`src/rtl/palette_pkg.sv`:
```
// Shared types, sizes and the channel-wise Manhattan distance helper for the
// palette index encoder.
`timescale 1ns/1ps
package palette_pkg;

    localparam int PAL_DEPTH = 16;
    localparam int IDX_W     = 4;
    localparam int CH_W      = 4;
    localparam int RGB_W     = 3 * CH_W;
    localparam int DIST_W    = CH_W + 2;

    typedef logic [RGB_W-1:0]  rgb_t;
    typedef logic [IDX_W-1:0]  pal_idx_t;
    typedef logic [IDX_W:0]    pal_cnt_t;
    typedef logic [DIST_W-1:0] dist_t;

    function automatic dist_t ch_abs_diff(input logic [CH_W-1:0] a, input logic [CH_W-1:0] b);
        logic [CH_W-1:0] d;
        d = (a > b) ? (a - b) : (b - a);
        return {2'b00, d};
    endfunction

    // Sum of three channel differences; DIST_W leaves headroom for 3*(2^CH_W-1).
    function automatic dist_t rgb_dist(input rgb_t a, input rgb_t b);
        return ch_abs_diff(a[2*CH_W +: CH_W], b[2*CH_W +: CH_W])
             + ch_abs_diff(a[CH_W +: CH_W],   b[CH_W +: CH_W])
             + ch_abs_diff(a[0 +: CH_W],      b[0 +: CH_W]);
    endfunction

endpackage

```
`src/rtl/rgb_manhattan_dist.sv`:
```
// Combinational |dR|+|dG|+|dB| between two packed RGB colours.
`timescale 1ns/1ps
module rgb_manhattan_dist
    import palette_pkg::*;
(
    input  rgb_t  i_a,
    input  rgb_t  i_b,
    output dist_t o_dist
);

    assign o_dist = rgb_dist(i_a, i_b);

endmodule

```
`src/rtl/palette_index_encoder.sv`:
```
// Streams RGB pixels to palette indices, allocating first-seen colours into
// free slots and falling back to the nearest entry once the palette is full.
`timescale 1ns/1ps
module palette_index_encoder
    import palette_pkg::*;
(
    input  logic     Clk,
    input  logic     Reset_n,
    input  logic     clear,
    input  logic     in_valid,
    output logic     in_ready,
    input  rgb_t     in_rgb,
    output logic     out_valid,
    input  logic     out_ready,
    output pal_idx_t out_index,
    output logic     out_new,
    output logic     out_approx,
    input  pal_idx_t pal_rd_addr,
    output rgb_t     pal_rd_data,
    output pal_cnt_t pal_count,
    output logic     overflow
);

    // Handshake: a pixel transfers on in_valid && in_ready; a result transfers on
    // out_valid && out_ready and is held stable until then. The single output
    // register is refilled in the same cycle it drains, giving full throughput.
    rgb_t                 r_entry [PAL_DEPTH];
    logic [PAL_DEPTH-1:0] r_valid;
    pal_cnt_t             r_count;
    logic                 r_overflow;
    logic                 r_out_valid;
    pal_idx_t             r_out_index;
    logic                 r_out_new;
    logic                 r_out_approx;
    rgb_t                 r_rd_data;

    logic     w_accept;
    logic     w_full;
    pal_idx_t w_alloc_idx;
    logic     w_hit;
    pal_idx_t w_hit_idx;
    dist_t    w_dist [PAL_DEPTH];
    dist_t    w_best_dist;
    pal_idx_t w_best_idx;

    assign in_ready    = !clear && (!r_out_valid || out_ready);
    assign w_accept    = in_valid && in_ready;
    assign w_full      = r_count[IDX_W];
    assign w_alloc_idx = r_count[IDX_W-1:0];

    for (genvar g = 0; g < PAL_DEPTH; g++) begin : g_dist
        rgb_manhattan_dist u_dist (
            .i_a    (r_entry[g]),
            .i_b    (in_rgb),
            .o_dist (w_dist[g])
        );
    end

    // Descending scan so the lowest matching slot is the one left standing.
    always_comb begin
        w_hit     = 1'b0;
        w_hit_idx = '0;
        for (int i = PAL_DEPTH - 1; i >= 0; i--) begin
            if (r_valid[i] && (r_entry[i] == in_rgb)) begin
                w_hit     = 1'b1;
                w_hit_idx = pal_idx_t'(i);
            end
        end
    end

    // Only consulted when full, so every slot is valid; strict < keeps ties low.
    always_comb begin
        w_best_dist = w_dist[0];
        w_best_idx  = '0;
        for (int i = 1; i < PAL_DEPTH; i++) begin
            if (w_dist[i] < w_best_dist) begin
                w_best_dist = w_dist[i];
                w_best_idx  = pal_idx_t'(i);
            end
        end
    end

    always_ff @(posedge Clk) begin
        if (w_accept && !w_hit && !w_full) begin
            r_entry[w_alloc_idx] <= in_rgb;
        end
    end

    always_ff @(posedge Clk) begin
        if (!Reset_n) begin
            r_valid      <= '0;
            r_count      <= '0;
            r_overflow   <= 1'b0;
            r_out_valid  <= 1'b0;
            r_out_index  <= '0;
            r_out_new    <= 1'b0;
            r_out_approx <= 1'b0;
            r_rd_data    <= '0;
        end else begin
            r_rd_data <= r_valid[pal_rd_addr] ? r_entry[pal_rd_addr] : '0;
            if (clear) begin
                r_valid    <= '0;
                r_count    <= '0;
                r_overflow <= 1'b0;
            end
            if (w_accept) begin
                r_out_valid <= 1'b1;
                if (w_hit) begin
                    r_out_index  <= w_hit_idx;
                    r_out_new    <= 1'b0;
                    r_out_approx <= 1'b0;
                end else if (!w_full) begin
                    r_valid[w_alloc_idx] <= 1'b1;
                    r_count              <= r_count + 1'b1;
                    r_out_index          <= w_alloc_idx;
                    r_out_new            <= 1'b1;
                    r_out_approx         <= 1'b0;
                end else begin
                    r_out_index  <= w_best_idx;
                    r_out_new    <= 1'b0;
                    r_out_approx <= 1'b1;
                    r_overflow   <= 1'b1;
                end
            end else if (out_ready) begin
                r_out_valid <= 1'b0;
            end
        end
    end

    assign out_valid   = r_out_valid;
    assign out_index   = r_out_index;
    assign out_new     = r_out_new;
    assign out_approx  = r_out_approx;
    assign pal_rd_data = r_rd_data;
    assign pal_count   = r_count;
    assign overflow    = r_overflow;

endmodule

```
`config.mk`:
```
export PLATFORM = sky130hd
export DESIGN_NAME = palette_index_encoder
export DESIGN_NICKNAME = d
export VERILOG_FILES = /design/src/rtl/palette_pkg.sv /design/src/rtl/rgb_manhattan_dist.sv /design/src/rtl/palette_index_encoder.sv
export SDC_FILE = /design/constraint.sdc
export NUM_CORES = 1
export LEC_CHECK = 0
export CELL_PAD_IN_SITES_DETAIL_PLACEMENT = 0
export CELL_PAD_IN_SITES_GLOBAL_PLACEMENT = 2
export CORE_ASPECT_RATIO = 1.25
export CORE_MARGIN = 2
export CORE_UTILIZATION = 30
export DETAILED_ROUTE_END_ITERATION = 10
export MAX_ROUTING_LAYER = met4
export PLACE_DENSITY = 0.74
export RECOVER_POWER = 25
export SLEW_MARGIN = 20
export SYNTH_ARGS = -nofsm -noshare
export SYNTH_HDL_FRONTEND = slang
export SYNTH_SLANG_ARGS = --single-unit
```
`constraint.sdc`:
```
create_clock -name Clk -period 28.4 [get_ports Clk]
set_input_delay 2.84 -clock Clk [delete_from_list [all_inputs] [get_ports Clk]]
set_output_delay 2.84 -clock Clk [all_outputs]
set_load 0.02 [all_outputs]
```
-- Word-level counts from Yosys, hierarchy flattened
Memory sizes are Yosys's and may differ from the RTL's. A register that Yosys moved wholly into a read port is not among the register bits.
Index checks and enable logic that the tools add are counted.
Widths: inputs -> output; s select.
- register bits after elaboration: 29
- RAM bits: 192
- output and inout port bits: 26
- memories: 1
- $add $sub $neg: 129
- order comparisons: 66
- equal/unequal tests: 16
- mux-type cells: 136
- bitwise logic cells: 1
- reduce and logical (&&, ||, !) cells: 29
- memory list (name ; words ; bits a word ; rd ports ; clocked after Yosys merged registers in ; wr ports ; line ; text):
    r_entry ; 16 ; 12 ; 17 ; 1 ; 1 ; palette_index_encoder.sv:27 ; rgb_t r_entry [PAL_DEPTH];
- operators with widths (kind ; count):
    $sub 4x4->4 ; 96
    $mux 4 ; 80
    $eq 12x12->1 ; 16
    $gt 4x4->1 ; 48
    $add 6x4->6 ; 16
    $lt 6x6->1 ; 15
    $mux 6 ; 14
    $add 4x4->5 ; 16
    $mux 16 ; 5
    $mux 1 ; 31
    $logic_and 1x1->1 ; 21
    $mux 5 ; 4
    $or 16x16->16 ; 1
    $lt 4x5->1 const B ; 2
    $add 5x1->5 const B ; 1
    $logic_not 1->1 ; 5
    $bmux 1 s4 ; 1
    $demux 1 s4 ; 1
    $ge 4x1->1 const B ; 1
    $reduce_and 2->1 ; 1
    $reduce_bool 2->1 ; 1
    $logic_or 1x1->1 ; 1

-- Logic depth before layout (Yosys ltp)
Gate-level depths: netlist (run 1).
An unclocked memory read counts as a cell.
- depth after elaboration: 37
- depth in mapped cells: 155
- gate-level depth less buffers: 148

-- Cells and area by module
Synthesis (run 1) repeated with hierarchy kept, for this count alone.
- cells, all modules: 3569
- area total of the unflattened synthesis: 33824.9 µm²
- modules (own cells, without submodules) (module ; times used ; cells an instance ; area each (µm²) ; seq. area each (µm²)):
    palette_index_encoder ; 1 ; 1388 ; 15338.5 ; 6586.3
    rgb_manhattan_dist (g_dist[1].u_dist ...) ; 7 ; 137 ; 1162.4 ; 0.0
    rgb_manhattan_dist (g_dist[10].u_dist ...) ; 6 ; 135 ; 1156.1 ; 0.0
    rgb_manhattan_dist (g_dist[8].u_dist ...) ; 2 ; 138 ; 1137.3 ; 0.0
    rgb_manhattan_dist (g_dist[0].u_dist) ; 1 ; 136 ; 1138.6 ; 0.0

-- Worst setup path before layout (run 1)
No wires, ideal clock.
- path type: in2reg
- start point: in in_rgb[5]
- end point: reg r_out_index[2], in the netlist out_index[2]
- arrival time: 29058 ps
- data required time: 28275 ps
- setup slack: -783 ps
- stages: 131
- cells stage by stage: inv_1 > ha_1 > and4_1 > nor2_1 > mux2_2 > fa_1 > xor2_1 > ha_1 > and3_1 > o21ai_1 > a21o_1 > ha_1 > a31oi_2 > o21a_2 > nor2_1 > a21oi_1 > ha_1 > nor3b_1 > [95 not listed] > ha_1 > a31oi_1 > o21ai_0 > o31ai_1 > clkbuf_1 > o21ai_0 > ha_1 > a21oi_1 > nor2b_1 > o21ai_0 > nand2b_1 > o41ai_4 > a21oi_1 > ha_1 > nand4_1 > or2_2 > o311a_1 > o41a_1
- longest elaborated chain between the ends: 36
- ends and longest elaborated chain (item ; line ; text):
    start, declared ; palette_index_encoder.sv:12 ; input rgb_t in_rgb,
    $sub 4x4->4 or $gt 4x4->1 (tied branches) ; palette_pkg.sv:19 ; d = (a > b) ? (a - b) : (b - a);
    $mux 4 ; palette_pkg.sv:19 ;
    $add 4x4->5 ; palette_pkg.sv:26 ; + ch_abs_diff(a[CH_W +: CH_W], b[CH_W +: CH_W])
    $add 6x4->6 ; palette_pkg.sv:27 ; + ch_abs_diff(a[0 +: CH_W], b[0 +: CH_W]);
    $lt 6x6->1 ; palette_index_encoder.sv:76 ; if (w_dist[i] < w_best_dist) begin
    $mux 6 ; palette_index_encoder.sv:76 ;
    $lt 6x6->1 ; palette_index_encoder.sv:76 ;
    $mux 6 ; palette_index_encoder.sv:76 ;
    [20 not listed] ; n/a ;
    $lt 6x6->1 ; palette_index_encoder.sv:76 ;
    $mux 6 ; palette_index_encoder.sv:76 ;
    $lt 6x6->1 ; palette_index_encoder.sv:76 ;
    $mux 6 ; palette_index_encoder.sv:76 ;
    $lt 6x6->1 ; palette_index_encoder.sv:76 ;
    $mux 4 ; palette_index_encoder.sv:76 ;
    $mux 4 ; palette_index_encoder.sv:112 ; end else if (!w_full) begin
    $mux 4 * ; palette_index_encoder.sv:108 ; if (w_hit) begin
    end signal, assigned ; palette_index_encoder.sv:109 ; r_out_index <= w_hit_idx;
    end signal, assigned ; palette_index_encoder.sv:115 ; r_out_index <= w_alloc_idx;
    end signal, assigned ; palette_index_encoder.sv:119 ; r_out_index <= w_best_idx;
    end, declared ; palette_index_encoder.sv:32 ; pal_idx_t r_out_index;
Every way passes the cells marked *; elsewhere a longest branch is shown, timed or not.
A chain may end at the register's enable or synchronous reset.

-- Worst setup path in the final report (run 1)
- start point: in in_rgb[8]
- end point: reg r_out_index[2], in the netlist out_index[2]
The elaborated chain is that of the path after synthesis.

==> results of run 1 <==
-- registers in the layout, indices dropped and copies added (netlist names) --
name         flops
out_approx       1
out_index        4
out_new          1
out_valid        1
overflow         1
pal_count        5
pal_rd_data     12
r_entry        192
r_valid         16
-- kinds of logic after synthesis --
kind of cell | share of synthesized area (%)
compound gates | 17.1
fa+ha+maj | 30.2
simple gates | 8.38
buf+inv | 4.95
mux | 11.1
flops | 22.2
xor+xnor | 6.02
-- final cells by class --
| class | instances | area, µm² |
|---|---|---|
| Antenna cell | 4 | 10.0 |
| Clock buffer | 33 | 771 |
| Clock inverter | 21 | 280 |
| Fill cell | 10000 | 63400 |
| Inverter | 357 | 1360 |
| Multi-Input combinational cell | 2305 | 22100 |
| Sequential cell | 233 | 6590 |
| Tap cell | 1300 | 1630 |
| Timing Repair Buffer | 195 | 1520 |
-- synthesized netlist by cell type (7+ instances only) --
| cell type | instances |
|---|---|
| sky130_fd_sc_hd__ha_1 | 505 |
| sky130_fd_sc_hd__inv_1 | 357 |
| sky130_fd_sc_hd__a21oi_1 | 273 |
| sky130_fd_sc_hd__a21o_1 | 221 |
| sky130_fd_sc_hd__edfxtp_1 | 192 |
| sky130_fd_sc_hd__nor2_1 | 165 |
| sky130_fd_sc_hd__fa_1 | 128 |
| sky130_fd_sc_hd__mux2i_1 | 117 |
| sky130_fd_sc_hd__xnor2_1 | 106 |
| sky130_fd_sc_hd__xor2_1 | 96 |
| sky130_fd_sc_hd__nand2_1 | 77 |
| sky130_fd_sc_hd__mux4_2 | 65 |
| sky130_fd_sc_hd__mux2_2 | 59 |
| sky130_fd_sc_hd__o21ai_0 | 54 |
| sky130_fd_sc_hd__and4_1 | 49 |
| sky130_fd_sc_hd__dfxtp_1 | 41 |
| sky130_fd_sc_hd__nor3_1 | 38 |
| sky130_fd_sc_hd__nor2b_1 | 27 |
| sky130_fd_sc_hd__o21a_1 | 26 |
| sky130_fd_sc_hd__clkbuf_1 | 24 |
| sky130_fd_sc_hd__nand4_1 | 24 |
| sky130_fd_sc_hd__and3_1 | 20 |
| sky130_fd_sc_hd__and2_1 | 15 |
| sky130_fd_sc_hd__nand2b_1 | 15 |
| sky130_fd_sc_hd__o31ai_1 | 12 |
| sky130_fd_sc_hd__or2_2 | 12 |
| sky130_fd_sc_hd__a211oi_1 | 11 |
| sky130_fd_sc_hd__a31oi_1 | 10 |
| sky130_fd_sc_hd__nand3_1 | 10 |
| sky130_fd_sc_hd__o211ai_1 | 9 |
| sky130_fd_sc_hd__a211o_1 | 7 |
| sky130_fd_sc_hd__a22oi_1 | 7 |
| sky130_fd_sc_hd__o21ai_1 | 7 |
-- layer usage --
layer	share of wire [%]	vias up	GRT usage, %	routed length, µm
met5	0	-	-	0
met3	2.5	150	1.30	2460
met1	41	11300	22.8	40700
li1	-	11100	-	-
met4	4.9	0	7.83	4870
met2	51	386	36.0	50800
-- path summary, 6_finish.rpt --
kind,to,slack [ps],depth (start not counted)
worst max register to register,out_index[2],3320,135
worst min-delay path,out_approx,460,2
worst max-delay path,out_index[2],1390,135
worst min register to register,out_approx,460,2
-- through the flow --
stage | std cells | setup TNS [ps]
floorplan | 2927 | 0
global placement | 4367 | -1140
detailed placement | 4367 | -2170
CTS | 4421 | 0
global route | 4448 | -706
finish | 4448 | 0
-- worst max-delay path, delay by kind of cell --
kind            cells  cell delay [ps]
compound gates     56             9740
xor+xnor            1              180
simple gates       37             5210
buf+inv            15             1610
fa+ha+maj          21             6480
mux                 5             1340
-- repair_timing --
item | 4_1_cts | 5_1_grt
endpoints found under the setup margin | 4 | 4
pin swaps | 0 | 30
resized for setup | 1 | 102
buffers inserted | 0 | 22
gates cloned | 0 | 1
==> results.md, run 1 <==
- The flow ran to the end, and the final reports show no timing, DRC or antenna violations.
- The starting density of the core is a little over 30%.
- The via count of the first global-routing pass is between 20,000 and 25,000.
- The number of nets with antenna violations after routing is 0.
- TritonCTS built the clock tree.
- The final RePlAce weighted congestion is ~0.9.
- Synthesis produced a netlist whose cell count is 2,927.
- The top cell type by total area after synthesis is sky130_fd_sc_hd__ha_1.
- For the final database, setup skew stands at 33.9 ps.
- Across every metal layer, demand over resource in global routing totals between 15 and 20%.
- The number of warnings reported in the yosys synthesis log is 0.
- The register clock-pin slew on the reported worst setup and hold paths is around 60 ps.
- In this run, the number of DRC markers left after iteration 0 of detailed routing was about 1,200.
- After global routing the overflow that remains totals 0.
- After layout, the worst path uses 95.1% of the clock period.
- Measured against its own limit, the worst slew margin works out to 18.2%.
- The proportion of layout cells with a drive suffix above 1 is between 10% and 20%.
- Derived from the worst setup path, the maximum achievable clock frequency is 37.0 MHz.
- The initial antenna violation count is 6.
- At the pin with the least slew margin, the transition time is 1230 ps.
- The number of detailed-route iterations in the first pass is 6.
- The final layout contains routed wiring with a total length of between 90,000 and 100,000 µm.
- The worst-path cell with the longest stage delay is sky130_fd_sc_hd__a2111oi_2.
- The area of all placed cells without fillers is approximately 34,000 µm².
- The count of flip-flops with a built-in enable after synthesis is ~190.
- The buffer type at the clock tree root is sky130_fd_sc_hd__clkbuf_16.
- The flip-flop cell with the highest count after synthesis is sky130_fd_sc_hd__edfxtp_1.
- The largest single stage delay on the critical path is 570 ps.
- After synthesis, the mean cell area works out to between 10 and 15 µm².
- The fraction of the core area covered by cells at the end of the flow is a little over a third.
- The final setup violation count is 0.
- The critical-path maximum fanout is 11.
- The number of pins exceeding their max-slew limit in the final report came to 0.
- The smallest hold slack is ~460 ps.
- After layout, the worst setup slack is 1390 ps.
- Once placement finished, the instance area stood at roughly 33,000 µm².
- The worst path needs roughly 27,000 ps of the cycle, external delays included.
- The proportion of register bits with asynchronous set or reset after synthesis is 0%.
- The worst hold path begins at out_approx.
- The clock insertion delay at the later pin of the skew report is 600 ps.
- In this run, distinct cell masters in the synthesized netlist total between 100 and 150.
- The die is about 290 µm wide.
- The first element of the critical path is in_rgb[8].
- The die outline area is roughly 100,000 µm².
- Across all layers, the routed design uses between 20,000 and 25,000 vias.
- The area share of the largest cell type after synthesis is roughly a fifth.
- The endpoint type of the worst setup path is a register.
- The number of core rows is 128.
- The synthesis-to-layout area growth is 15.5%.
- The H-tree level count is 1.
- The total CTS buffers is 29.
- The mapped netlist covers approximately 30,000 µm².
- The post-place setup slack is -567 ps.
- The type of the worst setup path is input pin to register.
- Port buffering added 46 buffers.
- After synthesis, the cell types taking the most area are sky130_fd_sc_hd__ha_1 (21%), sky130_fd_sc_hd__edfxtp_1 (19%), sky130_fd_sc_hd__fa_1 (8.6%).
- The worst endpoint data arrival time is about 27,000 ps.
- For this run, design rule violations remaining after detail routing come to 0.
- For this design, the sink count on the clock tree is roughly 230.
- The wire-length estimate of the detail-placed layout is just over 80,000 µm.
- The number of top-level pins is between 40 and 50.
- The category of the worst setup path launch point is an input pin.
- In this run the standard cell core region covers 97,700 µm².
- The cell repeated most along the worst path is sky130_fd_sc_hd__ha_1.
- The share of synthesized area occupied by flip-flops and latches is 22.2%.
- The worst hold-check path type is register to register.
- The start of the worst register-to-register path is r_entry[0][8].
- The maximum number of pins on one net before global-route repair is 50.
- The first global-routing pass estimated ~150,000 µm of wire.
- The ratio of routed vias to standard cells is a little over 5.
- From bottom edge to top edge, the die measures approximately 360 µm.
- The buffer depth of the longest clock path is 3.
- In this run, post-CTS hold repair placed 0 buffers.
- The count of final hold-check violations is 0.
- The post-synthesis register bit count is roughly 230.
- For the worst setup path, the data required time is roughly 29,000 ps.
- The post-synthesis net count is 3,581.
- At the end of the flow, the number of nets in the layout was about 3,800.
- In the layout the commonest cells are sky130_fd_sc_hd__ha_1 (494), sky130_fd_sc_hd__inv_1 (351), sky130_fd_sc_hd__a21oi_1 (259), sky130_fd_sc_hd__a21o_1 (221), sky130_fd_sc_hd__edfxtp_1 (192).
- Max-cap violations in this run came to 0.
- Leaving out fill and tap cells, the most frequent cell in the layout is sky130_fd_sc_hd__ha_1.
- The average detailed-routed wire length per instance is about 22 µm.
Power of run 1 is not shown: default switching activity piles up to over one toggle a cycle in this logic, so the estimate is an artifact.
==> inputs of run 2 (changes only) <==
DONT_BUFFER_PORTS = 1   (was not set)
PLACE_DENSITY = 0.73   (was 0.74)
==> results.md, run 2 (synthesized netlist as in run 1, its figures left out) <==
- The final period utilization is 94.8% (was 95.1%).
- The synthesis-to-layout area growth is 12.9% (was 15.5%).
- The worst clock skew is 38.7 ps (was 33.9 ps).
- The top layer reached by signal wires is met4 (unchanged).
- The number of max-cap violations is 0 (unchanged).
- The height of the chip is 355 µm (unchanged).
- The most frequent standard cell in the layout excluding fill and tap cells is sky130_fd_sc_hd__ha_1 (unchanged).
- The first-pass GRT wire length came to 147,000 µm (was 149,000 µm).
- The starting density of the core is 30.3% (unchanged).
- The number of detailed-route iterations in the first pass was 5 (was 6).
- The buffer type at the clock tree root is sky130_fd_sc_hd__clkbuf_16 (unchanged).
- The critical-path maximum fanout came to 33 (was 11).
- The depth of the worst register-to-register path is 138 (was 135).
- The endpoint type of the worst setup path is a register (unchanged).
- The post-layout minimum cycle time is 26,930 ps (was 27,010 ps).
- The post-layout net count was 3,690 (was 3,775).
- The final routed wirelength across all metal layers is 96,800 µm (was 98,800 µm).
- The H-tree level count is 1 (unchanged).
- The required time of the critical path is 28,880 ps (about the same).
- The x dimension of the die is 285 µm (unchanged).
- The total cell area at the placement stage is 31,900 µm² (was 32,700 µm²).
- The detailed placer's ending HPWL is 77,900 µm (was 80,900 µm).
- The number of buffers added on ports is 0 (was 46).
- The peak per-stage delay on the critical path was 550 ps (was 570 ps).
- The CTS tree is done (unchanged).
- The clock sink count came to 233 (unchanged).
- The final RePlAce weighted congestion is 0.893 (was 0.881).
- The total CTS buffers is 30 (was 29).
- The average detailed-routed wire length per instance is 22.2 µm (about the same).
- Commonest cells after routing, fill and taps aside: sky130_fd_sc_hd__ha_1 (493), sky130_fd_sc_hd__inv_1 (354), sky130_fd_sc_hd__a21oi_1 (260), sky130_fd_sc_hd__a21o_1 (221), sky130_fd_sc_hd__edfxtp_1 (192) (was sky130_fd_sc_hd__ha_1 (494), sky130_fd_sc_hd__inv_1 (351), sky130_fd_sc_hd__a21oi_1 (259), sky130_fd_sc_hd__a21o_1 (221), sky130_fd_sc_hd__edfxtp_1 (192)).
- The number of top-level pins is 47 (unchanged).
- The worst reg-to-reg setup slack is 3250 ps (was 3320 ps).
- The buffer depth of the longest clock path is 3 (unchanged).
- The flip-flop count of the largest register after layout is 192 (unchanged).
- The number of nets with antenna violations after routing came to 0 (unchanged).
- The count of final hold-check violations came to 0 (unchanged).
- The area of all placed cells without fillers is 33,500 µm² (was 34,200 µm²).
- The type of the worst setup path was input pin to register (unchanged).
- The worst endpoint data arrival time is 27,410 ps (was 27,490 ps).
- The worst-path cell with the longest stage delay is sky130_fd_sc_hd__or4_4 (was sky130_fd_sc_hd__a2111oi_2).
- The start point of the worst hold path is out_approx (unchanged).
- The number of core rows was 128 (unchanged).
- The core area is 97,700 µm² (unchanged).
- The maximum number of pins on one net before global-route repair is 53 (was 50).
- The final global-route overflow total is 0 (unchanged).
- The cell repeated most along the worst path is sky130_fd_sc_hd__ha_1 (unchanged).
- The antenna diode count is 0 (was 4).
- The fmax was 37.1 MHz (was 37.0 MHz).
- The DRC marker count from the first detailed-route iteration was 1,166 (was 1,208).
- The endpoint of the worst register-to-register path is out_index[2] (unchanged).
- The via count of the first global-routing pass was 23,300 (was 23,600).
- The ratio of routed vias to standard cells was 5.14 (about the same).
- The final setup violation count is 0 (unchanged).
- The worst hold-check path type is register to register (unchanged).
- The category of the worst setup path launch point is an input pin (unchanged).
- The number of design rule violations left after detail routing is 0 (unchanged).
- The clock insertion delay at the later pin of the skew report is 600 ps (about the same).
- The smallest hold slack is 584 ps (was 463 ps).
- Status: finished, final reports clean (unchanged).
- The routed wire length on met3 is 2880 µm (was 2460 µm).
- The top register by number of flip-flops was r_entry (unchanged).
- The initial antenna violation count is 1 (was 6).
- The total met2 wirelength after detailed routing is 51,900 µm (was 50,800 µm).
- The total via count after detailed routing is 22,400 (was 22,900).
- The register clock-pin slew on the reported worst setup and hold paths came to 60 ps (about the same).
- The number of buffers inserted for hold repair after clock tree synthesis was 0 (unchanged).
- The total global routing track utilization is 19.5% (was 19.9%).
- The worst slew margin relative to its limit is 34.0% (was 18.2%).
- The die outline area is 101,000 µm² (unchanged).
- The worst hold path depth is 2 (unchanged).
- The total routed wire length on the met1 layer is 39,600 µm (was 40,700 µm).
- The number of pins exceeding their max-slew limit in the final report is 0 (unchanged).
- The start of the worst register-to-register path is r_entry[0][4] (was r_entry[0][8]).
- The hold-critical path endpoint is out_approx (unchanged).
- The slew at the pin closest to its max-slew limit is 989 ps (was 1230 ps).
- The proportion of layout cells with a drive suffix above 1 is 14.1% (was 15.0%).
[run 2: cell types whose count changed in the layout (fill, tap and decap cells not counted), moves of 4 or more]
| cell | before | now |
|---|---|---|
| sky130_fd_sc_hd__clkdlybuf4s50_1 | 32 | 0 |
| sky130_fd_sc_hd__diode_2 | 4 | 0 |
| sky130_fd_sc_hd__nor2_4 | 7 | 3 |
| sky130_fd_sc_hd__clkbuf_1 | 13 | 2 |
| sky130_fd_sc_hd__buf_2 | 6 | 0 |
| sky130_fd_sc_hd__nor2_2 | 8 | 12 |
| sky130_fd_sc_hd__clkinv_2 | 3 | 8 |
| sky130_fd_sc_hd__buf_4 | 139 | 109 |
[run 2: critical path, delay by kind of cell]
kind,cells,cell delay [ps]
fa+ha+maj,20,5930
compound gates,49,8340
buf+inv,16,1700
xor+xnor,1,170
simple gates,41,6400
mux,7,1890
[run 2: layout make-up]
type | instances | area [µm²]
Sequential cell | 233 | 6590
Multi-Input combinational cell | 2305 | 22100
Fill cell | 9946 | 64200
Clock buffer | 33 | 772
Tap cell | 1300 | 1630
Clock inverter | 23 | 251
Inverter | 357 | 1350
Timing Repair Buffer | 109 | 818
[run 2: worst max-delay path by stage]
stage          slack [ps]  startpoint           end  cells past startpoint
5_1_grt              -120   in_rgb[4]  out_index[1]                    139
4_1_cts                20   in_rgb[5]  out_index[1]                    131
6_report             1470   in_rgb[6]  out_index[2]                    134
2_1_floorplan           9   in_rgb[5]  out_index[2]                    134
3_5_place_dp         -630   in_rgb[5]  out_index[2]                    128
3_3_place_gp         -170   in_rgb[4]  out_index[1]                    130
[run 2: repair_timing]
action | in CTS | in global routing
pin swaps | 2 | 42
buffers inserted | 3 | 28
resized for setup | 4 | 78
setup endpoints to repair | 4 | 4
[run 2: through the flow]
stage,instances,TNS (ps),utilization (%),setup slack [ps]
floorplan,2927,0,-,8.68
global placement,4273,-613,32.6,-168
detailed placement,4273,-2460,32.6,-632
CTS,4332,0,33.7,17.1
global route,4360,-412,34.3,-123
finish,4360,0,34.3,1470
[run 2: per-layer routing]
layer	global-route usage (%)	vias up
met2	36.8	324
li1	-	10900
met4	4.14	0
met1	22.3	11100
met5	-	-
met3	1.56	113
Power of run 2 is left out for the same reason.
